<file path="src/rtl/mem_stage_pkg.sv">
// Shared types and helpers for the MEM-stage load/store unit: access-size decode,
// FSM state encoding and byte-lane mask helpers.
package mem_stage_pkg;

  typedef enum logic [1:0] {SzB = 2'd0, SzH = 2'd1, SzW = 2'd2, SzD = 2'd3} size_e;

  typedef enum logic [1:0] {StIdle, StReq, StWaitRsp} state_e;

  // funct3[2] selects zero-extension on loads
  localparam int unsigned Funct3UnsignedBit = 2;

  // Doubleword only exists on a 64-bit datapath; otherwise fall back to word.
  function automatic size_e decode_size(input logic [2:0] funct3, input logic wide);
    size_e sz;
    unique case (funct3[1:0])
      2'b00:   sz = SzB;
      2'b01:   sz = SzH;
      2'b10:   sz = SzW;
      default: sz = wide ? SzD : SzW;
    endcase
    return sz;
  endfunction

  function automatic logic [7:0] size_be_mask(input size_e sz);
    logic [7:0] m;
    unique case (sz)
      SzB:     m = 8'h01;
      SzH:     m = 8'h03;
      SzW:     m = 8'h0F;
      default: m = 8'hFF;
    endcase
    return m;
  endfunction

  // Address bits that must be zero for a naturally aligned access.
  function automatic logic [2:0] size_align_mask(input size_e sz);
    logic [2:0] m;
    unique case (sz)
      SzB:     m = 3'd0;
      SzH:     m = 3'd1;
      SzW:     m = 3'd3;
      default: m = 3'd7;
    endcase
    return m;
  endfunction

endpackage

</file>
<file path="src/rtl/mem_stage_lsu_if.sv">
// Data-memory channel: valid/ready request plus response-valid load return.
interface mem_stage_lsu_if #(
  parameter int unsigned XLEN   = 32,
  parameter int unsigned ADDR_W = 32
);
  localparam int unsigned BE_W = XLEN / 8;

  logic              req_valid;
  logic              req_ready;
  logic              req_we;
  logic [ADDR_W-1:0] req_addr;
  logic [XLEN-1:0]   req_wdata;
  logic [BE_W-1:0]   req_be;
  logic              rsp_valid;
  logic [XLEN-1:0]   rsp_rdata;

  modport master (
    output req_valid, req_we, req_addr, req_wdata, req_be,
    input  req_ready, rsp_valid, rsp_rdata
  );

  modport slave (
    input  req_valid, req_we, req_addr, req_wdata, req_be,
    output req_ready, rsp_valid, rsp_rdata
  );

endinterface

</file>
<file path="src/rtl/mem_stage_lsu_align.sv">
// Combinational byte-lane logic: store replication/byte enables and load lane
// extraction with sign/zero extension (FP word loads are NaN-boxed).
module mem_stage_lsu_align import mem_stage_pkg::*; #(
  parameter  int unsigned XLEN  = 32,
  localparam int unsigned BE_W  = XLEN / 8,
  localparam int unsigned OFF_W = $clog2(BE_W)
) (
  input  size_e            size_i,
  input  logic             unsigned_i,
  input  logic             is_fp_i,
  input  logic [OFF_W-1:0] lane_i,
  input  logic [XLEN-1:0]  store_data_i,
  input  logic [XLEN-1:0]  rdata_i,
  output logic [BE_W-1:0]  be_o,
  output logic [XLEN-1:0]  wdata_o,
  output logic [XLEN-1:0]  load_data_o
);

  logic [XLEN-1:0] shifted;

  always_comb begin
    shifted     = rdata_i >> {lane_i, 3'b000};
    be_o        = BE_W'(size_be_mask(size_i)) << lane_i;
    wdata_o     = store_data_i;
    load_data_o = shifted;
    unique case (size_i)
      SzB: begin
        wdata_o     = {(XLEN / 8){store_data_i[7:0]}};
        load_data_o = XLEN'(shifted[7:0]) |
                      ((shifted[7] & ~unsigned_i) ? ~XLEN'(8'hFF) : '0);
      end
      SzH: begin
        wdata_o     = {(XLEN / 16){store_data_i[15:0]}};
        load_data_o = XLEN'(shifted[15:0]) |
                      ((shifted[15] & ~unsigned_i) ? ~XLEN'(16'hFFFF) : '0);
      end
      SzW: begin
        wdata_o     = {(XLEN / 32){store_data_i[31:0]}};
        // FLW fills the upper half with ones; a no-op on a 32-bit datapath
        load_data_o = XLEN'(shifted[31:0]) |
                      ((is_fp_i | (shifted[31] & ~unsigned_i)) ? ~XLEN'(32'hFFFF_FFFF) : '0);
      end
      default: begin
        wdata_o     = store_data_i;
        load_data_o = shifted;
      end
    endcase
  end

endmodule

</file>
<file path="src/rtl/mem_stage_lsu.sv">
// MEM pipeline stage: issues loads/stores to dmem, stalls while an access is
// outstanding and registers the WB slot. Optional: MEM_MISALIGN_CHECK_EN.
module mem_stage_lsu import mem_stage_pkg::*; #(
  parameter  int unsigned XLEN   = 32,
  parameter  int unsigned ADDR_W = 32,
  localparam int unsigned BE_W   = XLEN / 8
) (
  input  logic            clk,
  input  logic            rst,
  input  logic            ex_valid,
  input  logic            ex_mem_read,
  input  logic            ex_mem_write,
  input  logic [2:0]      ex_funct3,
  input  logic            ex_is_fp,
  input  logic [XLEN-1:0] ex_alu_out,
  input  logic [XLEN-1:0] ex_store_data,
  input  logic            ex_wb_enable,
  input  logic [4:0]      ex_rd,
  output logic            mem_stall,
  mem_stage_lsu_if.master dmem,
  output logic            wb_valid,
  output logic            wb_enable,
  output logic            wb_fp_enable,
  output logic [4:0]      wb_rd,
  output logic [XLEN-1:0] wb_data,
  output logic            wb_ld,
  output logic            misalign_err
);

  localparam int unsigned OFF_W = $clog2(BE_W);

  state_e           state_q, state_d;
  size_e            sz;
  logic [OFF_W-1:0] addr_off, align_m, lane;
  logic             legal_mem, misalign, mem_go, is_store, int_we, fp_we, req_valid;
  logic [BE_W-1:0]  be;
  logic [XLEN-1:0]  wdata, load_data;

  logic            wb_valid_q, wb_valid_d, wb_enable_q, wb_enable_d;
  logic            wb_fp_enable_q, wb_fp_enable_d, wb_ld_q, wb_ld_d;
  logic            misalign_err_q, misalign_err_d;
  logic [4:0]      wb_rd_q, wb_rd_d;
  logic [XLEN-1:0] wb_data_q, wb_data_d;

  assign sz        = decode_size(ex_funct3, XLEN == 64);
  assign addr_off  = ex_alu_out[OFF_W-1:0];
  assign align_m   = OFF_W'(size_align_mask(sz));
  assign lane      = addr_off & ~align_m;
  // read and write together is illegal and falls through as a non-writing slot
  assign legal_mem = ex_valid & (ex_mem_read ^ ex_mem_write);
  assign is_store  = ex_mem_write;
  assign int_we    = ex_wb_enable & ~ex_is_fp & (ex_rd != 5'd0);
  assign fp_we     = ex_wb_enable & ex_is_fp;

`ifdef MEM_MISALIGN_CHECK_EN
  assign misalign = legal_mem & (|(addr_off & align_m));
`else
  assign misalign = 1'b0;
`endif

  assign mem_go = legal_mem & ~misalign;

  mem_stage_lsu_align #(
    .XLEN(XLEN)
  ) u_align (
    .size_i      (sz),
    .unsigned_i  (ex_funct3[Funct3UnsignedBit]),
    .is_fp_i     (ex_is_fp),
    .lane_i      (lane),
    .store_data_i(ex_store_data),
    .rdata_i     (dmem.rsp_rdata),
    .be_o        (be),
    .wdata_o     (wdata),
    .load_data_o (load_data)
  );

  // Request fields come straight from ex_*, which upstream holds while stalled.
  assign dmem.req_valid = req_valid;
  assign dmem.req_we    = is_store;
  assign dmem.req_addr  = {ex_alu_out[ADDR_W-1:OFF_W], {OFF_W{1'b0}}};
  assign dmem.req_wdata = wdata;
  assign dmem.req_be    = be;

  always_ff @(posedge clk) begin
    if (rst) state_q <= StIdle;
    else     state_q <= state_d;
  end

  always_comb begin
    state_d = state_q;
    unique case (state_q)
      StIdle: begin
        if (mem_go) begin
          if (dmem.req_ready) state_d = is_store ? StIdle : StWaitRsp;
          else                state_d = StReq;
        end
      end
      StReq:     if (dmem.req_ready) state_d = is_store ? StIdle : StWaitRsp;
      StWaitRsp: if (dmem.rsp_valid) state_d = StIdle;
      default:   state_d = StIdle;
    endcase
  end

  always_comb begin
    req_valid      = 1'b0;
    mem_stall      = 1'b0;
    wb_valid_d     = 1'b0;
    wb_enable_d    = 1'b0;
    wb_fp_enable_d = 1'b0;
    wb_ld_d        = 1'b0;
    misalign_err_d = 1'b0;
    wb_rd_d        = ex_rd;
    wb_data_d      = ex_alu_out;
    unique case (state_q)
      StIdle: begin
        if (mem_go) begin
          req_valid  = 1'b1;
          mem_stall  = ~(is_store & dmem.req_ready);
          wb_valid_d = is_store & dmem.req_ready;
        end else begin
          wb_valid_d     = ex_valid;
          wb_enable_d    = ex_valid & int_we & ~(ex_mem_read | ex_mem_write);
          wb_fp_enable_d = ex_valid & fp_we & ~(ex_mem_read | ex_mem_write);
          misalign_err_d = misalign;
        end
      end
      StReq: begin
        req_valid  = 1'b1;
        mem_stall  = ~(is_store & dmem.req_ready);
        wb_valid_d = is_store & dmem.req_ready;
      end
      StWaitRsp: begin
        mem_stall = ~dmem.rsp_valid;
        if (dmem.rsp_valid) begin
          wb_valid_d     = 1'b1;
          wb_enable_d    = int_we;
          wb_fp_enable_d = fp_we;
          wb_ld_d        = 1'b1;
          wb_data_d      = load_data;
        end
      end
      default: ;
    endcase
  end

  always_ff @(posedge clk) begin
    if (rst) begin
      wb_valid_q     <= 1'b0;
      wb_enable_q    <= 1'b0;
      wb_fp_enable_q <= 1'b0;
      wb_ld_q        <= 1'b0;
      misalign_err_q <= 1'b0;
      wb_rd_q        <= 5'd0;
      wb_data_q      <= '0;
    end else begin
      wb_valid_q     <= wb_valid_d;
      wb_enable_q    <= wb_enable_d;
      wb_fp_enable_q <= wb_fp_enable_d;
      wb_ld_q        <= wb_ld_d;
      misalign_err_q <= misalign_err_d;
      wb_rd_q        <= wb_rd_d;
      wb_data_q      <= wb_data_d;
    end
  end

  assign wb_valid     = wb_valid_q;
  assign wb_enable    = wb_enable_q;
  assign wb_fp_enable = wb_fp_enable_q;
  assign wb_ld        = wb_ld_q;
  assign misalign_err = misalign_err_q;
  assign wb_rd        = wb_rd_q;
  assign wb_data      = wb_data_q;

endmodule

</file>
<file path="src/flat_wrapper.sv">
// flat-port wrapper written by rule: the top's interface ports become plain ports
module mem_stage_lsu_flat import mem_stage_pkg::*;
#(
  parameter  int unsigned XLEN   = 32,
  parameter  int unsigned ADDR_W = 32,
  localparam int unsigned BE_W   = XLEN / 8
)
  (clk, rst, ex_valid, ex_mem_read, ex_mem_write, ex_funct3, ex_is_fp, ex_alu_out, ex_store_data, ex_wb_enable, ex_rd, mem_stall, wb_valid, wb_enable, wb_fp_enable, wb_rd, wb_data, wb_ld, misalign_err, dmem_req_valid, dmem_req_we, dmem_req_addr, dmem_req_wdata, dmem_req_be, dmem_req_ready, dmem_rsp_valid, dmem_rsp_rdata);
  mem_stage_lsu_if #(.XLEN(XLEN), .ADDR_W(ADDR_W)) dmem_i ();
  input  logic clk;
  input  logic rst;
  input  logic ex_valid;
  input  logic ex_mem_read;
  input  logic ex_mem_write;
  input  logic [2:0] ex_funct3;
  input  logic ex_is_fp;
  input  logic [XLEN-1:0] ex_alu_out;
  input  logic [XLEN-1:0] ex_store_data;
  input  logic ex_wb_enable;
  input  logic [4:0] ex_rd;
  output logic mem_stall;
  output logic wb_valid;
  output logic wb_enable;
  output logic wb_fp_enable;
  output logic [4:0] wb_rd;
  output logic [XLEN-1:0] wb_data;
  output logic wb_ld;
  output logic misalign_err;
  output wire logic [$bits(dmem_i.req_valid)-1:0] dmem_req_valid;
  output wire logic [$bits(dmem_i.req_we)-1:0] dmem_req_we;
  output wire logic [$bits(dmem_i.req_addr)-1:0] dmem_req_addr;
  output wire logic [$bits(dmem_i.req_wdata)-1:0] dmem_req_wdata;
  output wire logic [$bits(dmem_i.req_be)-1:0] dmem_req_be;
  input wire logic [$bits(dmem_i.req_ready)-1:0] dmem_req_ready;
  input wire logic [$bits(dmem_i.rsp_valid)-1:0] dmem_rsp_valid;
  input wire logic [$bits(dmem_i.rsp_rdata)-1:0] dmem_rsp_rdata;
  assign dmem_req_valid = dmem_i.req_valid;
  assign dmem_req_we = dmem_i.req_we;
  assign dmem_req_addr = dmem_i.req_addr;
  assign dmem_req_wdata = dmem_i.req_wdata;
  assign dmem_req_be = dmem_i.req_be;
  assign dmem_i.req_ready = dmem_req_ready;
  assign dmem_i.rsp_valid = dmem_rsp_valid;
  assign dmem_i.rsp_rdata = dmem_rsp_rdata;
  mem_stage_lsu #(.XLEN(XLEN), .ADDR_W(ADDR_W)) u_core (.clk(clk), .rst(rst), .ex_valid(ex_valid), .ex_mem_read(ex_mem_read), .ex_mem_write(ex_mem_write), .ex_funct3(ex_funct3), .ex_is_fp(ex_is_fp), .ex_alu_out(ex_alu_out), .ex_store_data(ex_store_data), .ex_wb_enable(ex_wb_enable), .ex_rd(ex_rd), .mem_stall(mem_stall), .dmem(dmem_i), .wb_valid(wb_valid), .wb_enable(wb_enable), .wb_fp_enable(wb_fp_enable), .wb_rd(wb_rd), .wb_data(wb_data), .wb_ld(wb_ld), .misalign_err(misalign_err));
endmodule
</file>
<file path="config.mk">
export PLATFORM = sky130hd
export DESIGN_NAME = mem_stage_lsu_flat
export DESIGN_NICKNAME = d
export VERILOG_FILES = /design/src/rtl/mem_stage_pkg.sv /design/src/rtl/mem_stage_lsu_if.sv /design/src/rtl/mem_stage_lsu_align.sv /design/src/rtl/mem_stage_lsu.sv /design/src/flat_wrapper.sv
export SDC_FILE = /design/constraint.sdc
export NUM_CORES = 1
export LEC_CHECK = 0
export BUFFER_PORTS_ARGS = -buffer_cell sky130_fd_sc_hd__buf_4
export CAP_MARGIN = 10
export CORE_MARGIN = 2
export CORE_UTILIZATION = 37
export DETAILED_ROUTE_END_ITERATION = 16
export PLACE_DENSITY = 0.84
export SKIP_LAST_GASP = 1
export SYNTH_ARGS = -nofsm -noshare
export SYNTH_HDL_FRONTEND = slang
export SYNTH_HIERARCHICAL = 1
export SYNTH_SLANG_ARGS = --single-unit
</file>
<file path="constraint.sdc">
create_clock -name clk -period 1.8 [get_ports clk]
set_input_delay 0.27 -clock clk [delete_from_list [all_inputs] [get_ports clk]]
set_output_delay 0.27 -clock clk [all_outputs]
set_load 0.01 [all_outputs]
</file>
-- After elaboration in Yosys (flattened, before gate mapping)
Cells that the tools add are included.
- bits of input ports: 113
- bits in registers: 43
- word-level logic and storage cells: 74
- output and inout port bits: 113
- equal/unequal tests: 8
- reductions and logical operators: 6
- bitwise gates (word level): 23
- shifts and indexed selects: 2
- mux-type cells: 28
- operators by type and width (cell ; number):
    two-way mux 32 bit ; 4
    case mux 32 bit (2 select lines) ; 2
    bitwise OR 16 x 32 -> 32 bit ; 1
    bitwise OR 8 x 32 -> 32 bit ; 1
    >> shifter 32 x 5 -> 32 bit ; 1
    case mux 2 bit (3 select lines) ; 2
    case mux 4 bit (3 select lines) ; 1
    bitwise AND 1 bit ; 11
    two-way mux 2 bit ; 5
    two-way mux 1 bit ; 8
    equality test 2 x 1 -> 1 bit, second input constant ; 3
    zero test 2 bit ; 3
    inverter 1 bit ; 6
    case mux 1 bit (2 select lines) ; 3
    case mux 1 bit (3 select lines) ; 2
    nonzero test 5 bit ; 1
    equality test 2 bit, second input constant ; 2
    inequality test 2 bit, second input constant ; 2
    case mux 2 bit (2 select lines) ; 1
    left shift 4 x 2 -> 4 bit ; 1
    AND reduction 3 bit ; 1
    bitwise AND 2 bit ; 1
    inequality test 2 x 1 -> 1 bit, second input constant ; 1
    inverter 2 bit ; 1
    3 further kinds ; 3

-- Logic depth before layout (Yosys ltp)
- depth in word-level cells: 13
- depth in mapped cells: 8
- mapped depth without buffers: 6

-- Hierarchy
The synthesis kept the hierarchy.
- by module, submodules not included (module ; instances ; cells each ; area each (um^2) ; sequential area each (um^2)):
    mem_stage_lsu ; 1 ; 221 ; 1814.2 ; 860.8
    mem_stage_lsu_align ; 1 ; 191 ; 1280.0 ; 0.0

-- Worst setup path after synthesis
Ideal clock, no wire load.
- kind: input port to flip-flop
- start point: in ex_alu_out[1]
- end point: reg u_core.wb_data_q[28] (netlist: u_core/wb_data[28])
- setup time: 0.132 ns
- buffers on the path: 1
- stages: 7
- required time: 1.668 ns
- setup slack: 0.060 ns
- arrival: 1.608 ns
- cells stage by stage: nor2b_1 > mux2_2 > a32oi_4 > buf_6 > nand3_1 > nand2_1 > a21oi_1
- cells in the longest elaborated chain, start to end: 8
- elaborated cells between the ends (all ways): 11
- classes of those cells: shift: 1; mux: 5; bitwise: 5
- ends and longest elaborated chain (item ; RTL line ; text):
    start, declared ; flat_wrapper.sv:17 ; input logic [XLEN-1:0] ex_alu_out;
    bitwise AND 2 bit * ; mem_stage_lsu.sv:48 ; assign lane = addr_off & ~align_m;
    >> shifter 32 x 5 -> 32 bit * ; mem_stage_lsu_align.sv:22 ; shifted = rdata_i >> {lane_i, 3'b000};
    bitwise AND 1 bit, on equally long branches ; mem_stage_lsu_align.sv:35, mem_stage_lsu_align.sv:30 ;
    two-way mux 32 bit, on equally long branches ; mem_stage_lsu_align.sv:35, mem_stage_lsu_align.sv:30 ;
    bitwise OR 16 x 32 -> 32 bit / bitwise OR 8 x 32 -> 32 bit (equally long branches) ; mem_stage_lsu_align.sv:34, mem_stage_lsu_align.sv:29 ;
    case mux 32 bit (2 select lines) * ; mem_stage_lsu_align.sv:26 ; unique case (size_i)
    named net u_core.load_data[28] ; mem_stage_lsu.sv:37 ; logic [XLEN-1:0] wdata, load_data;
    two-way mux 32 bit * ; mem_stage_lsu.sv:134 ; if (dmem.rsp_valid) begin
    two-way mux 32 bit * ; mem_stage_lsu.sv:114 ; unique case (state_q)
    end signal, assigned ; mem_stage_lsu.sv:162 ; wb_data_q <= wb_data_d;
    end, declared ; mem_stage_lsu.sv:43 ; logic [XLEN-1:0] wb_data_q, wb_data_d;
Mark *: on every way through the listed nets, which the timed path passes. The rest lies on a longest branch.
A chain may end at the register's enable or synchronous reset.

-- Worst setup path in the final report
- start point: reg u_core.state_q[1]
- end point: out mem_stall
- cells in the longest elaborated chain, start to end: 2
- elaborated cells between the ends (all ways): 4
- classes of those cells: eq/ne: 2; mux: 1; reduce/logical: 1
- ends and longest elaborated chain (item ; RTL line ; text):
    start, declared ; mem_stage_lsu.sv:32 ; state_e state_q, state_d;
    start signal, assigned ; mem_stage_lsu.sv:85 ; if (rst) state_q <= StIdle;
    start signal, assigned ; mem_stage_lsu.sv:86 ; else state_q <= state_d;
    equality test 2 bit (tied with other cells) ; mem_stage_lsu.sv:114 ;
    case mux 1 bit (3 select lines) * ; mem_stage_lsu.sv:114 ;
    end, declared ; flat_wrapper.sv:21 ; output logic mem_stall;
Mark *: on every way between the ends. The rest lies on a longest branch, timed or not.

==> impl_metrics.tcl <==
set metrics [dict create \
    die-area_mm2 0.00911 \
    synthFlopType "dfxtp_1" \
    fin_crit_ps 1680 \
    start_kind "register" \
    arrival_ps 1410 \
    die_y_um 95.5 \
    drv_cap 0 \
    via_per_inst 4.95 \
    fin_nets 705 \
    worstPathRequired_ps 1530 \
    instances_no_fill 697 \
    wl_per_cell_um 15.4 \
    hold_class "primary input to register" \
    p_leak_nw 2.38 \
    setup_viol 0 \
    wl_um 10700 \
    netlist_instances 412 \
    ant_nets 0 \
    drt_iter0_drc 130 \
    max_stage_delay_ps 480 \
    drc 0 \
    initial_core_util_pct 37.8 \
    fin_skew_ps 10.5 \
    cp_slowest_cell "or3b_2" \
    grt_antenna_before_repair 0 \
    io_buffers 222 \
    drive_gt1_share_pct 48.6 \
    worst_skew_pair.late_latency_ps 300 \
    grt_pass1_vias 3260 \
    final_common_cell "buf_4" \
    cts_made_buffers 5 \
    ios 226 \
    cts.sinks 43 \
    crit_type "register to output pin" \
    ys_ff_latch 43 \
    vdd_ir_drop_max_mv 0.327 \
    rsz0062_at_grt "false" \
    period_share_pct 93.2 \
    area_delta_synth_final_pct 52.1 \
    placed_cells 688 \
    path_buf_inv 1 \
    path_cells "or3b_2 > nand2_1 > buf_4" \
    yosysTopAreaCell "dfxtp_1" \
    grt_pass1_wl_um 16200 \
    synth_area_leaders "dfxtp_1 28%, nand2_1 14%, buf_4 11%" \
    cts_root_buf "clkbuf_8" \
    ys_warn_count 6 \
    synth-edff-count 0 \
    placementRows 33 \
    critical_path.max_fanout 11 \
    die_x_um 95.5 \
    htreeDepth 2 \
    grt.overflow.total 0 \
    power_density_mw_per_mm2 556 \
    clockBufferDepth 2 \
    antenna-diode-count 0 \
    holdBufCountCts 0 \
    hold_violations 0 \
    cpLargestDelayFamily "simple AND/OR/NAND/NOR gates" \
    syn_area_mm2 0.00309 \
    hold_slack_ps 131 \
    tritoncts "done" \
    final_cell_mix "243 x buf_4, 113 x nand2_1, 50 x a21oi_1, 42 x dfxtp_1, 18 x mux2_2" \
    vias 3450 \
    synth.top_cell.area_share_pct 27.8 \
    grtUsageTotal_pct 22.5 \
    status "completed" \
    ys_types 42 \
    fmax_mhz 596 \
    cp-end-kind "output pin" \
    p_total_w 0.00262 \
    drv_slew 0 \
    ys_seq_area_share_pct 27.8 \
    synth.avg_cell_area_um2 7.51 \
    gp_congestion 0.808 \
    hpwl_um 8660 \
    core_area_mm2 0.00818 \
    clk_pin_slew_worst_paths_ps 90 \
    grt_start_max_net_pins 43 \
    async_reset_ff_share_pct 0 \
    drtPass1Iterations 4 \
]
state kept, by name (all words and copies together), names as in the netlist:
signal / count
u_core/wb_rd: 5
u_core/wb_fp_enable: 1
u_core/wb_ld: 1
u_core/wb_enable: 1
u_core/state_q: 2
u_core/wb_data: 32
u_core/wb_valid: 1
per-layer routing:
layer / vias up / wire, µm / GRT usage, %
met5: - / 0 / 0
met4: 0 / 292 / 8.69
met3: 25 / 637 / 4.27
met2: 148 / 5220 / 38.1
met1: 1569 / 4570 / 28.4
li1: 1708 / - / -
where the power goes:
group	internal (W)	switching, W	total, W
registers	0.00100	0.0000181	0.00102
clock network	0.000270	0.000344	0.000614
logic	0.000531	0.000451	0.000981
total	0.00180	0.000812	0.00262
cell type report:
type                       instances  area [µm²]
clock buffer                       5        68.8
clock inverter                     3        20.0
fill                             773        3470
inverter                           2        7.51
multi-input combinational        294        1750
sequential                        43         862
tap                              105         131
timing repair buffer             245        1860
metrics by stage:
stage	worst slack [ps]	TNS [ps]	util (%)	cell area (µm²)
5_1_grt	53.9	0	57.6	4710
6_report	123	0	57.6	4710
4_1_cts	23.6	0	57.3	4680
2_1_floorplan	60.0	0	-	3100
3_3_place_gp	-213	-3770	56.2	4590
3_5_place_dp	-298	-5140	56.2	4590
cell families after synthesis:
family                     after synthesis  synth area share (%)
adders and majority gates                1                 0.404
buffers and inverters                   77                  16.1
DFF                                     43                  27.8
and+or+nand+nor                        175                  27.1
muxes                                   34                  11.9
AOI/OAI and AO/OA                       81                  16.6
other                                    1                 0.121
cell usage after synthesis, types with 2 or more instances:
master and count:
nor2b_1 14, nand2_1 113, nor4_1 3, a211oi_1 8, nor4bb_1 2, nand3_1 12, buf_2 17, nor2_1 7
a21oi_1 50, dfxtp_1 43, mux2i_1 15, a2bb2oi_1 7, inv_1 2, buf_4 44, or4b_1 2, o21ai_0 9
a31oi_1 2, mux2_2 18, and2b_1 3, nand3b_1 2, clkbuf_1 11, nor3b_1 2, buf_6 3, nand2b_1 2
nand3_2 4
worst paths after layout:
path	endpoint	cells after the start	slack, ps	startpoint
setup reg to reg	u_core/state_q[1]	3	580	u_core/state_q[0]
hold / removal	u_core/wb_enable	2	130	ex_is_fp
hold reg to reg	u_core/state_q[0]	1	550	u_core/state_q[1]
setup / recovery	mem_stall	3	120	u_core/state_q[1]
what timing repair did:
| action | in CTS | in global routing |
|---|---|---|
| setup buffers | 0 | 1 |
| resized for setup | 0 | 2 |
| setup endpoints to repair | 0 | 17 |
(Power assumes the default switching activity.)
